## src/rtl/gas_pkg.sv

```systemverilog
// Shared definitions for the gas-sensor sequence detector:
// channel limits, detect-mode encodings and default patterns.
package gas_pkg;

    // Upper bound on channels; cfg_ch is 3 bits wide.
    localparam int GAS_MAX_CH = 8;

    // Widest pattern supported; defaults are stored this wide.
    localparam int GAS_PAT_W = 8;

    // Detect mode of a channel.
    typedef enum logic {
        GAS_MODE_NONOVL = 1'b0,
        GAS_MODE_OVL    = 1'b1
    } gas_mode_e;

    // Reset-time pattern of channel ch, right-aligned.
    // A channel of PAT_LEN bits takes the low PAT_LEN bits.
    function automatic logic [GAS_PAT_W-1:0] gas_def_pat(
        input int ch
    );
        logic [GAS_PAT_W-1:0] v;
        v = '0;
        case (ch)
            0:       v = 8'b0000_1011;
            1:       v = 8'b0000_0110;
            2:       v = 8'b0000_1111;
            3:       v = 8'b0000_1001;
            4:       v = 8'b0000_0101;
            5:       v = 8'b0000_1110;
            6:       v = 8'b0000_0011;
            7:       v = 8'b0000_1101;
            default: v = '0;
        endcase
        return v;
    endfunction

endpackage

```

## src/rtl/gas_seq_channel.sv

```systemverilog
// One detector channel: bit history, fill counter, pattern/mode,
// saturating hit counter and sticky alarm.
//
// Ports:
//   clk, arst      clock, synchronous active-high reset
//   i_din          serial data bit
//   i_din_valid    i_din is sampled when high
//   i_cfg_we       write strobe for this channel
//   i_cfg_pat      new pattern, MSB = oldest bit
//   i_cfg_ovl      new mode, 1 = overlapping
//   i_alarm_clr    clear hit counter and alarm
//   o_dout         one-cycle detect pulse
//   o_alarm        sticky alarm
//   o_hit_cnt      saturating hit count
module gas_seq_channel
    import gas_pkg::*;
#(
    parameter int PAT_LEN  = 4,
    parameter int CNT_W    = 8,
    parameter int ALARM_TH = 4,
    parameter logic [PAT_LEN-1:0] DEF_PAT = '0
) (
    input  logic               clk,
    input  logic               arst,
    input  logic               i_din,
    input  logic               i_din_valid,
    input  logic               i_cfg_we,
    input  logic [PAT_LEN-1:0] i_cfg_pat,
    input  logic               i_cfg_ovl,
    input  logic               i_alarm_clr,
    output logic               o_dout,
    output logic               o_alarm,
    output logic [CNT_W-1:0]   o_hit_cnt
);

    localparam int FILL_W = $clog2(PAT_LEN + 1);

    localparam logic [FILL_W-1:0] FILL_FULL =
        FILL_W'(PAT_LEN);

    localparam logic [CNT_W-1:0] CNT_MAX = '1;

    localparam logic [CNT_W-1:0] CNT_TH =
        CNT_W'(ALARM_TH);

    // Only the newest PAT_LEN-1 bits are kept: the oldest
    // bit of a full history is shifted out on the very
    // update that would compare against it, so the updated
    // PAT_LEN-bit history is {r_hist, i_din}.
    logic [PAT_LEN-2:0] r_hist;
    logic [FILL_W-1:0]  r_fill;
    logic [PAT_LEN-1:0] r_pat;
    gas_mode_e          r_mode;
    logic [CNT_W-1:0]   r_cnt;
    logic               r_alarm;
    logic               r_dout;

    logic [PAT_LEN-1:0] w_hist_nxt;
    logic [FILL_W-1:0]  w_fill_inc;
    logic [FILL_W-1:0]  w_fill_nxt;
    logic               w_match;
    logic [CNT_W-1:0]   w_cnt_nxt;
    logic               w_alarm_nxt;

    always_comb begin
        w_hist_nxt = {r_hist, i_din};

        w_fill_inc = r_fill;
        if (r_fill != FILL_FULL) begin
            w_fill_inc = r_fill + FILL_W'(1);
        end

        // A write cycle never matches: the old pattern is
        // being replaced and the fill restarts.
        w_match = i_din_valid
               && !i_cfg_we
               && (w_hist_nxt == r_pat)
               && (w_fill_inc == FILL_FULL);

        w_fill_nxt = r_fill;
        if (i_cfg_we) begin
            w_fill_nxt = '0;
        end else if (w_match &&
                     r_mode == GAS_MODE_NONOVL) begin
            w_fill_nxt = '0;
        end else if (i_din_valid) begin
            w_fill_nxt = w_fill_inc;
        end

        // Clear beats a coincident hit.
        w_cnt_nxt = r_cnt;
        if (i_alarm_clr) begin
            w_cnt_nxt = '0;
        end else if (w_match && r_cnt != CNT_MAX) begin
            w_cnt_nxt = r_cnt + CNT_W'(1);
        end

        // Alarm follows the registered count one cycle late.
        w_alarm_nxt = 1'b0;
        if (!i_alarm_clr) begin
            w_alarm_nxt = r_alarm || (r_cnt >= CNT_TH);
        end
    end

    always_ff @(posedge clk) begin
        if (arst) begin
            r_hist  <= '0;
            r_fill  <= '0;
            r_pat   <= DEF_PAT;
            r_mode  <= GAS_MODE_OVL;
            r_cnt   <= '0;
            r_alarm <= 1'b0;
            r_dout  <= 1'b0;
        end else begin
            if (i_din_valid) begin
                r_hist <= w_hist_nxt[PAT_LEN-2:0];
            end
            if (i_cfg_we) begin
                r_pat  <= i_cfg_pat;
                r_mode <= gas_mode_e'(i_cfg_ovl);
            end
            r_fill  <= w_fill_nxt;
            r_cnt   <= w_cnt_nxt;
            r_alarm <= w_alarm_nxt;
            r_dout  <= w_match;
        end
    end

    assign o_dout    = r_dout;
    assign o_alarm   = r_alarm;
    assign o_hit_cnt = r_cnt;

endmodule

```

## src/rtl/gas_seq_detector.sv

```systemverilog
// Multi-channel serial pattern detector for gas-sensor data.
// All channels watch the same din stream independently.
//
// Ports:
//   clk, arst   clock, synchronous active-high reset
//   din         serial data bit
//   din_valid   din is sampled when high
//   cfg_we      pattern/mode write strobe
//   cfg_ch      target channel; >= NUM_CH is ignored
//   cfg_pat     new pattern, MSB = oldest bit
//   cfg_ovl     new mode, 1 = overlapping
//   alarm_clr   per-channel counter/alarm clear
//   dout        per-channel one-cycle detect pulse
//   alarm       per-channel sticky alarm
//   hit_cnt     channel k at [k*CNT_W +: CNT_W]
module gas_seq_detector
    import gas_pkg::*;
#(
    parameter int NUM_CH   = 3,
    parameter int PAT_LEN  = 4,
    parameter int CNT_W    = 8,
    parameter int ALARM_TH = 4
) (
    input  logic                    clk,
    input  logic                    arst,
    input  logic                    din,
    input  logic                    din_valid,
    input  logic                    cfg_we,
    input  logic [2:0]              cfg_ch,
    input  logic [PAT_LEN-1:0]      cfg_pat,
    input  logic                    cfg_ovl,
    input  logic [NUM_CH-1:0]       alarm_clr,
    output logic [NUM_CH-1:0]       dout,
    output logic [NUM_CH-1:0]       alarm,
    output logic [NUM_CH*CNT_W-1:0] hit_cnt
);

    genvar k;
    generate
        for (k = 0; k < NUM_CH; k++) begin : g_ch
            localparam logic [GAS_PAT_W-1:0] W_DEF =
                gas_def_pat(k);

            logic w_sel;

            assign w_sel = cfg_we && (cfg_ch == 3'(k));

            gas_seq_channel #(
                .PAT_LEN  (PAT_LEN),
                .CNT_W    (CNT_W),
                .ALARM_TH (ALARM_TH),
                .DEF_PAT  (W_DEF[PAT_LEN-1:0])
            ) u_ch (
                .clk         (clk),
                .arst        (arst),
                .i_din       (din),
                .i_din_valid (din_valid),
                .i_cfg_we    (w_sel),
                .i_cfg_pat   (cfg_pat),
                .i_cfg_ovl   (cfg_ovl),
                .i_alarm_clr (alarm_clr[k]),
                .o_dout      (dout[k]),
                .o_alarm     (alarm[k]),
                .o_hit_cnt   (hit_cnt[k*CNT_W +: CNT_W])
            );
        end
    endgenerate

endmodule

```

## config.mk

```make
export PLATFORM = sky130hd
export DESIGN_NAME = gas_seq_detector
export DESIGN_NICKNAME = d
export VERILOG_FILES = /design/src/rtl/gas_pkg.sv /design/src/rtl/gas_seq_channel.sv /design/src/rtl/gas_seq_detector.sv
export SDC_FILE = /design/constraint.sdc
export NUM_CORES = 1
export LEC_CHECK = 0
export ABC_AREA = 1
export CAP_MARGIN = 10
export CORE_MARGIN = 5
export CORE_UTILIZATION = 31
export CTS_BUF_LIST = sky130_fd_sc_hd__clkbuf_8
export DETAILED_ROUTE_END_ITERATION = 8
export SYNTH_ARGS = -nofsm -noshare
export SYNTH_HDL_FRONTEND = slang
export SYNTH_SLANG_ARGS = --single-unit
export TNS_END_PERCENT = 1
```

## constraint.sdc

```tcl
create_clock -name clk -period 2.98 [get_ports clk]
set_input_delay 0.447 -clock clk [delete_from_list [all_inputs] [get_ports clk]]
set_output_delay 0.447 -clock clk [all_outputs]
set_load 0.02 [all_outputs]
```

---- After elaboration in Yosys (flattened, before gate mapping) ----
Cells that the tools add are included.
storage, ports and cells
  register bits after elaboration ......... 63
  input port bits ......................... 16
  output and inout port bits .............. 30
  word-level logic and storage cells ...... 81
operators by class
  $add $sub $neg .......................... 6
  order comparisons ....................... 3
  eq/ne operators ......................... 14
  muxes and demuxes ....................... 3
  bitwise operators ....................... 3
  reduce and logical (&&, ||, !) cells .... 31
operators by type and width
  kind                                                 number
  adder 8 x 1 -> 8 bit, second input constant          3
  >= comparator 8 x 3 -> 1 bit, second input constant  3
  != test 8 bit, second input constant                 3
  logical AND 1 bit                                    18
  equality test 4 bit                                  3
  adder 3 x 1 -> 3 bit, second input constant          3
  equality test 3 bit, second input constant           3
  2-to-1 mux 3 bit                                     3
  != test 3 bit, second input constant                 3
  OR reduction 3 bit                                   3
  OR reduction 2 bit                                   3
  equality test 3 x 1 -> 1 bit, second input constant  1
  equality test 3 x 2 -> 1 bit, second input constant  1
  logical NOT 1 bit                                    3
  logical NOT 3 bit                                    1
  logical OR 1 bit                                     3
  NOT 1 bit                                            3

---- Longest topological paths before layout ----
Gate-level depths: netlist of run 1.
  depth in word-level cells ............... 8
  gate-level depth with buffers ........... 12
  depth with buffers taken out ............ 11

---- Cells and area by module ----
From an unflattened synthesis of run 1, not the netlist that was laid out.
unflattened totals
  cell total of the unflattened synthesis .. 480
  area total of the unflattened synthesis .. 3,373.2 um2
modules (own cells, without submodules)
  module                          instances  cells each  area each (um2)  sequential area each (um2)
  gas_seq_channel (g_ch[2].u_ch)  1          157         1,119.8          420.4
  gas_seq_channel (g_ch[1].u_ch)  1          157         1,117.3          420.4
  gas_seq_channel (g_ch[0].u_ch)  1          156         1,096.1          420.4
  gas_seq_detector                1          10          40.0             0.0

---- Worst setup path before layout of run 1 ----
Ideal clock, no wire load.
  path kind ............................... register to register
  from .................................... reg g_ch[0].u_ch.r_fill[0]
  to ...................................... reg g_ch[0].u_ch.r_fill[0]
  library setup time ...................... 116 ps
  data arrival time ....................... 1,399 ps
  required time ........................... 2,864 ps
  path slack .............................. 1,464 ps
  cell stages (with the launch flop) ...... 10
  buffers on the path ..................... 1
  period minus slack after synthesis ...... 1,516 ps
  cell sequence ........................... dfxtp_1 inv_1 ha_1 nor2_1 nand4_1 nor2_2 buf_4 nand2_1 o21bai_2 nor2_1
on the way
  longest elaborated chain between the ends .. 6
  elaborated cells between the ends (all ways) .. 7
  classes of those cells .................. add/sub (1); eq/ne (2); mux (1); reduce/logical (3)
ends and longest elaborated chain
  item                                                   line                                          text
  start: declaration                                     gas_seq_channel.sv:51                         logic [FILL_W-1:0] r_fill;
  start signal: assignment                               gas_seq_channel.sv:122                        r_fill <= w_fill_nxt;
  adder 3 x 1 -> 3 bit or != test 3 bit (tied branches)  gas_seq_channel.sv:70, gas_seq_channel.sv:69
  2-to-1 mux 3 bit *                                     gas_seq_channel.sv:69                         if (r_fill != FILL_FULL) begin
  via g_ch[0].u_ch.w_fill_inc[1]                         gas_seq_channel.sv:59                         logic [FILL_W-1:0] w_fill_inc;
  equality test 3 bit *                                  gas_seq_channel.sv:78                         && (w_fill_inc == FILL_FULL);
  logical AND 1 bit *                                    gas_seq_channel.sv:78
  logical AND 1 bit *                                    gas_seq_channel.sv:83                         end else if (w_match &&
  OR reduction 3 bit (no line) *                         --
The timed path passes the listed nets; every way through them passes the cells marked *.
A chain may end at the register's enable or synchronous reset.

---- Worst setup path after layout of run 1 ----
  from .................................... in din_valid
  to ...................................... reg g_ch[0].u_ch.r_cnt[2]
on the way
  longest elaborated chain between the ends .. 4
ends and longest elaborated chain
  item                    line                    text
  start: declaration      gas_seq_detector.sv:27  input logic din_valid,
  logical AND 1 bit       gas_seq_channel.sv:76   && !i_cfg_we
  logical AND 1 bit       gas_seq_channel.sv:77   && (w_hist_nxt == r_pat)
  logical AND 1 bit       gas_seq_channel.sv:78
  logical AND 1 bit       gas_seq_channel.sv:94   end else if (w_match && r_cnt != CNT_MAX) begin
  end signal: assignment  gas_seq_channel.sv:123  r_cnt <= w_cnt_nxt;
  end: declaration        gas_seq_channel.sv:54   logic [CNT_W-1:0] r_cnt;
No other way between the ends.

==> metrics.cfg, run 1 <==
[timing]
worstMarginPinSlew_ns = 0.501
max_freq_mhz = 515
fin_crit_sh_pct = 65.2
period_minus_slack_ns = 1.94
holdWs_ns = 0.477
setup_violations = 0
setup_ws_ns = 1.04
setup_tns_ns = 0
slew_headroom_pct = 66.5
rsz0062_at_grt = no
final_hold_viol_count = 0
finalClockSkew_ns = 0.00755
drv_slew = 0

[routing]
antenna_left = 0
avgRoutedWirePerCell_um = 11.7
firstDrtPassIters = 5
num_vias = 3171
drc = 0
viasPerCell = 4.60
dr.first_iter.drc_count = 160
drt_wl_total_um = 8060

[synth]
synth_cell_types = 27
syn-cell-area_mm2 = 0.00327
ys_ff_latch = 57
synth_compound_area_share_pct = 7.57
syn-num-nets = 531
synth_ff_type = dfxtp_1
synth.area.top_cells = dfxtp_1, nand2_1, nor2_1, inv_1, nand3_1
synth-seq-area-share_pct = 34.8
synthArstFlopShare_pct = 0
synth_xor_area_share_pct = 0.535
syn_area_per_cell_um2 = 6.51
syn_inst = 503
synth_edf_count = 0
synthMuxAreaShare_pct = 0
synthAdderAreaFrac_pct = 4.59
yosysMostFrequentCell = nand2_1
ys_top_cells_by_count = nand2_1, nor2_1, inv_1
yosysTopAreaCell = dfxtp_1
synth_top_area_share_pct = 34.8
synth-simple-area-share_pct = 41.7
synth_top_family_by_area = simple AND/OR/NAND/NOR gates
yosys_warnings = 0

[power_and_ir_drop]
intPower_w = 0.00124
p_per_area_mw_per_mm2 = 414
seq_power_share_pct = 47.7
comb_power_share_pct = 9.7
pwr-share-clk_pct = 42.6
p_sw_w = 0.000429
ir_drop_uv = 182
p_leak_nw = 1.82
p_sw_share_pct = 25.7

[critical_path]
arrival_ns = 2.22
cp-end-kind = flip-flop
r2r_slack_ns = 1.06
start_kind = primary input
r2r-start = g_ch[0].u_ch.r_fill[0]
cp.required_ns = 3.26
reg2reg_depth = 9
critPathMaxFanout = 15
r2r_end = g_ch[0].u_ch.o_hit_cnt[2]
path_class = in2reg

[clock_tree]
cts_buffer_depth = 2
cts.clk_slew.worst_paths_ns = 0.06
clockRootBuffer = clkbuf_8
clock_latency_ns = 0.34
numCtsBuffers = 9
cts_tree = yes
htreeDepth = 3
cts_hold_buf = 0
clock-sinks = 57
ctsResizeCount = 0
cts_setup_buffers = 0

[cells_and_area]
syn_to_final_growth_pct = 22.9
n_fill_cell = 1078
instances_no_fill = 690
drive_gt1_share_pct = 8.48
antenna_cells = 0
num-nets-final = 577

[floorplanning]
die_w_um = 113
initial_core_util_pct = 31.7
coreArea_mm2 = 0.0103
num_rows = 37
dieHeight_um = 113
io_pins = 46
design.die.area_mm2 = 0.0127

[place]
place_ws_ns = 0.690
numPortBuffers = 45
gp_congestion = 0.876
place_hpwl_um = 6180
placed_cells = 674

[min_path]
min-delay-start = g_ch[0].u_ch.r_pat[2]
hold_class = reg2reg
whs_endpoint = g_ch[0].u_ch.r_pat[2]
hold_depth = 2

[grt]
grt_pass1_vias = 3024
overflow = 0
grt_max_degree = 19
grt_use_total_pct = 13.1
grt_antenna_before_repair = 0
grt_pass1_wl_um = 13600

[run_status]
status = finished, final reports clean

[flow_run]
maxCapViolCount = 0

-- area by class of cell --
type | instances | area, um2 | area share, %
multi-input combinational | 360 | 1780 | 44.2
sequential | 57 | 1140 | 28.4
timing repair buffer | 47 | 465 | 11.6
inverter | 74 | 278 | 6.90
tap | 136 | 170 | 4.23
clock buffer | 10 | 138 | 3.42
clock inverter | 6 | 51.3 | 1.27
-- critical path, stage by stage --
cell and delay (ns):
clkdlybuf4s50_1 0.52, inv_2 0.14, nor2_1 0.14, nand4_1 0.13, nor2_2 0.33, nand3_1 0.26, nand2_1 0.12, nand2_1 0.05
nor2_1 0.09
-- flip-flops by register name (all words and copies together), names as in the netlist --
register             cells
g_ch.u_ch.o_dout         3
g_ch.u_ch.r_fill         9
g_ch.u_ch.r_mode         3
g_ch.u_ch.r_pat         12
g_ch.u_ch.o_hit_cnt     24
g_ch.u_ch.o_alarm        3
g_ch.u_ch.r_hist         3
-- power groups by stage --
stage               Combinational, W  Clock, W  Sequential (W)
floorplan                   0.000111         0        0.000808
global placement            0.000159         0        0.000812
detailed placement          0.000163         0        0.000812
CTS                         0.000164  0.000735        0.000795
global route                0.000183  0.000775        0.000797
finish                      0.000162  0.000710        0.000795
-- layer usage --
layer	share of wire, %	global-route usage (%)	up-vias
li1	-	-	1664
met1	46	15.9	1428
met2	48	21.6	67
met3	5.0	3.21	12
met4	1.6	6.17	0
met5	0	0	-
-- layout by cell type (no fill, tap or decap), types with 7 or more instances in the layout --
cell             count
inv_2                7
o211ai_1             7
a21oi_1             20
inv_1               70
clkbuf_8            10
nand3_1             36
clkdlybuf4s50_1     45
dfxtp_1             57
nor2_1              90
nand4_1             13
ha_1                12
nand2_1            139
-- stage by stage --
| step | utilization (%) | area [um2] | power [W] |
|---|---|---|---|
| global placement | 37.1 | 3830 | 0.000971 |
| detailed placement | 37.1 | 3830 | 0.000975 |
| global route | 39.0 | 4020 | 0.00176 |
| finish | 39.0 | 4020 | 0.00167 |
| CTS | 39.0 | 4020 | 0.00169 |
| floorplan | - | 3270 | 0.000919 |
-- worst max-delay path by stage --
stage	slack, ns	startpoint	endpoint	cells after the start
final	1.04	din_valid	g_ch[0].u_ch.o_hit_cnt[2]	9
after global routing	0.80	g_ch[0].u_ch.r_fill[0]	g_ch[0].u_ch.o_hit_cnt[1]	9
after CTS	1.04	g_ch[1].u_ch.o_hit_cnt[3]	hit_cnt[11]	1
after detailed placement	0.69	din_valid	g_ch[0].u_ch.o_hit_cnt[1]	9
after global placement	0.77	din_valid	g_ch[0].u_ch.o_hit_cnt[2]	8
after floorplan	1.46	g_ch[0].u_ch.r_fill[0]	g_ch[0].u_ch.r_fill[0]	9
-- kinds of logic after synthesis --
| family | count (synthesis) |
|---|---|
| compound gates | 40 |
| flops | 57 |
| buf+inv | 86 |
| fa+ha+maj | 12 |
| xor+xnor | 2 |
| simple gates | 306 |
No activity file was read; power rests on OpenSTA's default activity.
==> run 2: changes to the inputs <==
==> constraint.sdc (replaced) <==
create_clock -name clk -period 1.7 [get_ports clk]
set_input_delay 0.255 -clock clk [delete_from_list [all_inputs] [get_ports clk]]
set_output_delay 0.255 -clock clk [all_outputs]
set_load 0.02 [all_outputs]
==> run 2 against run 1 <==
Sequential share of layout area fell by 2.0 points. Clock power rose by 87%. Utilization rose by 3.1 points. Power rose by 84%. Non-clock buffer count rose by 24. Wire length rose by 1.3%. Clock skew fell by 0.0015 ns. First-iteration DRC count rose by 15%. Final area rose by 8.1%. Largest cell class unchanged. Largest power group unchanged. Highest routed layer unchanged.
==> metrics.cfg, run 2 (synthesis gave the netlist of run 1 again) <==
[critical_path]
start_kind = flip-flop
reg2reg_depth = 11  ; +2
path_class = reg2out
cp.required_ns = 1.44  ; -1.82 ns
arrival_ns = 1.37  ; -0.85 ns
crit_buf_inv = 1  ; -1
critPathTopFamily = buffers and inverters
critPathMaxFanout = 5  ; -10
r2r_end = g_ch[2].u_ch.o_hit_cnt[4]
cp_slowest_stage_delay_ns = 0.63  ; +0.11 ns
crit_chain = clkdlybuf4s50_1
r2r_slack_ns = 0.12  ; -0.94 ns
cp.depth = 1  ; -8
slowest_stage = clkdlybuf4s50_1
r2r-start = g_ch[2].u_ch.r_fill[1]
cp-end-kind = primary output

[routing]
viasPerCell = 4.49  ; -2.4%
drc = 0  ; unchanged
antenna_left = 0  ; unchanged
num_vias = 3203  ; +1.0%
drt_wl_total_um = 8170  ; +1.3%
avgRoutedWirePerCell_um = 11.4  ; -2.1%
firstDrtPassIters = 4  ; -1
dr.first_iter.drc_count = 184  ; +15%

[run_status]
status = finished, final reports clean

[min_path]
min-delay-start = g_ch[1].u_ch.r_pat[0]
hold_depth = 2  ; unchanged
whs_endpoint = g_ch[1].u_ch.r_pat[0]
hold_class = reg2reg

[floorplanning]
num_rows = 37  ; unchanged
die_w_um = 113  ; unchanged
design.die.area_mm2 = 0.0127  ; unchanged
coreArea_mm2 = 0.0103  ; unchanged
dieHeight_um = 113  ; unchanged
io_pins = 46  ; unchanged
initial_core_util_pct = 31.7  ; unchanged

[cells_and_area]
design_area_mm2 = 0.00435  ; +8.1%
drive_gt1_share_pct = 15.2  ; +6.7 points
syn_to_final_growth_pct = 32.8
instances_no_fill = 714  ; +3.5%
largest_reg_flops = 24  ; unchanged
antenna_cells = 0  ; unchanged
layout_commonest_cell = nand2_1
num-nets-final = 601  ; +4.2%
layout_common_cells = nand2_1, nor2_1, inv_1

[place]
placed_cells = 696  ; +3.3%
numPortBuffers = 45  ; unchanged
place_area_mm2 = 0.00401  ; +4.6%
gp_congestion = 0.827  ; -5.6%
place_hpwl_um = 6160  ; -0.30%

[timing]
holdWs_ns = 0.469  ; -0.00858 ns
rsz0062_at_grt = yes
max_freq_mhz = 614
final_hold_viol_count = 0  ; unchanged
slew_headroom_pct = 65.7  ; -0.80 points
fin_crit_sh_pct = 95.8
period_minus_slack_ns = 1.63
drv_slew = 0  ; unchanged
worstMarginPinSlew_ns = 0.513  ; +0.0119 ns
finalClockSkew_ns = 0.00600  ; -0.00155 ns
setup_violations = 0  ; unchanged
setup_tns_ns = 0  ; unchanged

[power_and_ir_drop]
p_sw_share_pct = 25.0  ; -0.73 points
total_power_w = 0.00306  ; +84%
intPower_w = 0.00230  ; +85%
p_sw_w = 0.000766  ; +78%
seq_power_share_pct = 45.6  ; -2.1 points
ir_drop_uv = 302  ; +66%
pwr-share-clk_pct = 43.4  ; +0.8 points
p_per_area_mw_per_mm2 = 704  ; +70%
p_leak_nw = 2.15  ; +18%
comb_power_share_pct = 11.0  ; +1.3 points

[clock_tree]
cts_hold_buf = 0  ; unchanged
cts_tree = yes
cts_buffer_depth = 2  ; unchanged
numCtsBuffers = 9  ; unchanged
clockRootBuffer = clkbuf_8
htreeDepth = 3  ; unchanged
clock-sinks = 57  ; unchanged
cts.clk_slew.worst_paths_ns = 0.07  ; about the same
clock_latency_ns = 0.34  ; about the same

[grt]
grt_pass1_vias = 3078  ; +1.8%
grt_max_degree = 15  ; -4
grt_use_total_pct = 13.4  ; +0.29 points
grt_antenna_before_repair = 0  ; unchanged
grt_pass1_wl_um = 13800  ; +1.7%
overflow = 0  ; unchanged

[flow_run]
maxCapViolCount = 0  ; unchanged

run 2: cell types whose count changed in the layout (fill, tap and decap cells not counted), sizes merged:
| cell | change |
|---|---|
| buf | +24 |
| clkbuf | +2 |
| clkdlybuf4s50 | -13 |
| clkinv | -1 |
| dlygate4sd2 | +4 |
| dlymetal6s2s | +9 |
| inv | -1 |
run 2: what timing repair did:
item	in CTS	in global routing
pin swaps	0	10
gates resized for setup	4	32
endpoints found under the setup margin	4	41
hold endpoints to repair	0	0
buffers inserted	0	2
run 2: worst max-delay path by stage:
stage	start	endpoint	slack, ns
2_1_floorplan	g_ch[0].u_ch.r_fill[0]	g_ch[0].u_ch.r_fill[0]	0.18
3_3_place_gp	din_valid	g_ch[0].u_ch.o_hit_cnt[4]	-0.13
3_5_place_dp	din_valid	g_ch[0].u_ch.o_hit_cnt[0]	-0.15
4_1_cts	g_ch[1].u_ch.o_hit_cnt[2]	hit_cnt[10]	0.005
5_1_grt	g_ch[0].u_ch.r_fill[0]	g_ch[0].u_ch.o_hit_cnt[4]	-0.03
6_report	g_ch[0].u_ch.o_hit_cnt[3]	hit_cnt[3]	0.07
run 2: layout make-up:
class / count / area, um2
multi-input combinational: 360 / 1850
sequential: 57 / 1150
timing repair buffer: 71 / 692
clock inverter: 4 / 42.5
clock buffer: 12 / 165
inverter: 74 / 278
tap: 136 / 170
fill: 1049 / 5980
run 2: power groups by stage:
stage | Combinational (W) | Sequential [W] | Clock [W]
after floorplan | 0.000194 | 0.00142 | 0
after global placement | 0.000309 | 0.00142 | 0
after CTS | 0.000316 | 0.00139 | 0.00136
final | 0.000337 | 0.00140 | 0.00133
after global routing | 0.000384 | 0.00140 | 0.00143
after detailed placement | 0.000314 | 0.00142 | 0
run 2: routing by layer:
metal / global-route usage, % / vias up / part of all wire (%)
met4: 4.49 / 0 / 1.8
met3: 4.39 / 15 / 5.1
met1: 15.5 / 1419 / 45
li1: - / 1707 / -
met2: 23.1 / 62 / 48
met5: 0 / - / 0
run 2: stage by stage:
| step | setup WS [ns] | util, % |
|---|---|---|
| 2_1_floorplan | 0.184 | - |
| 3_3_place_gp | -0.126 | 38.9 |
| 4_1_cts | 0.00488 | 40.8 |
| 6_report | 0.0716 | 42.1 |
| 3_5_place_dp | -0.149 | 38.9 |
| 5_1_grt | -0.0341 | 42.1 |
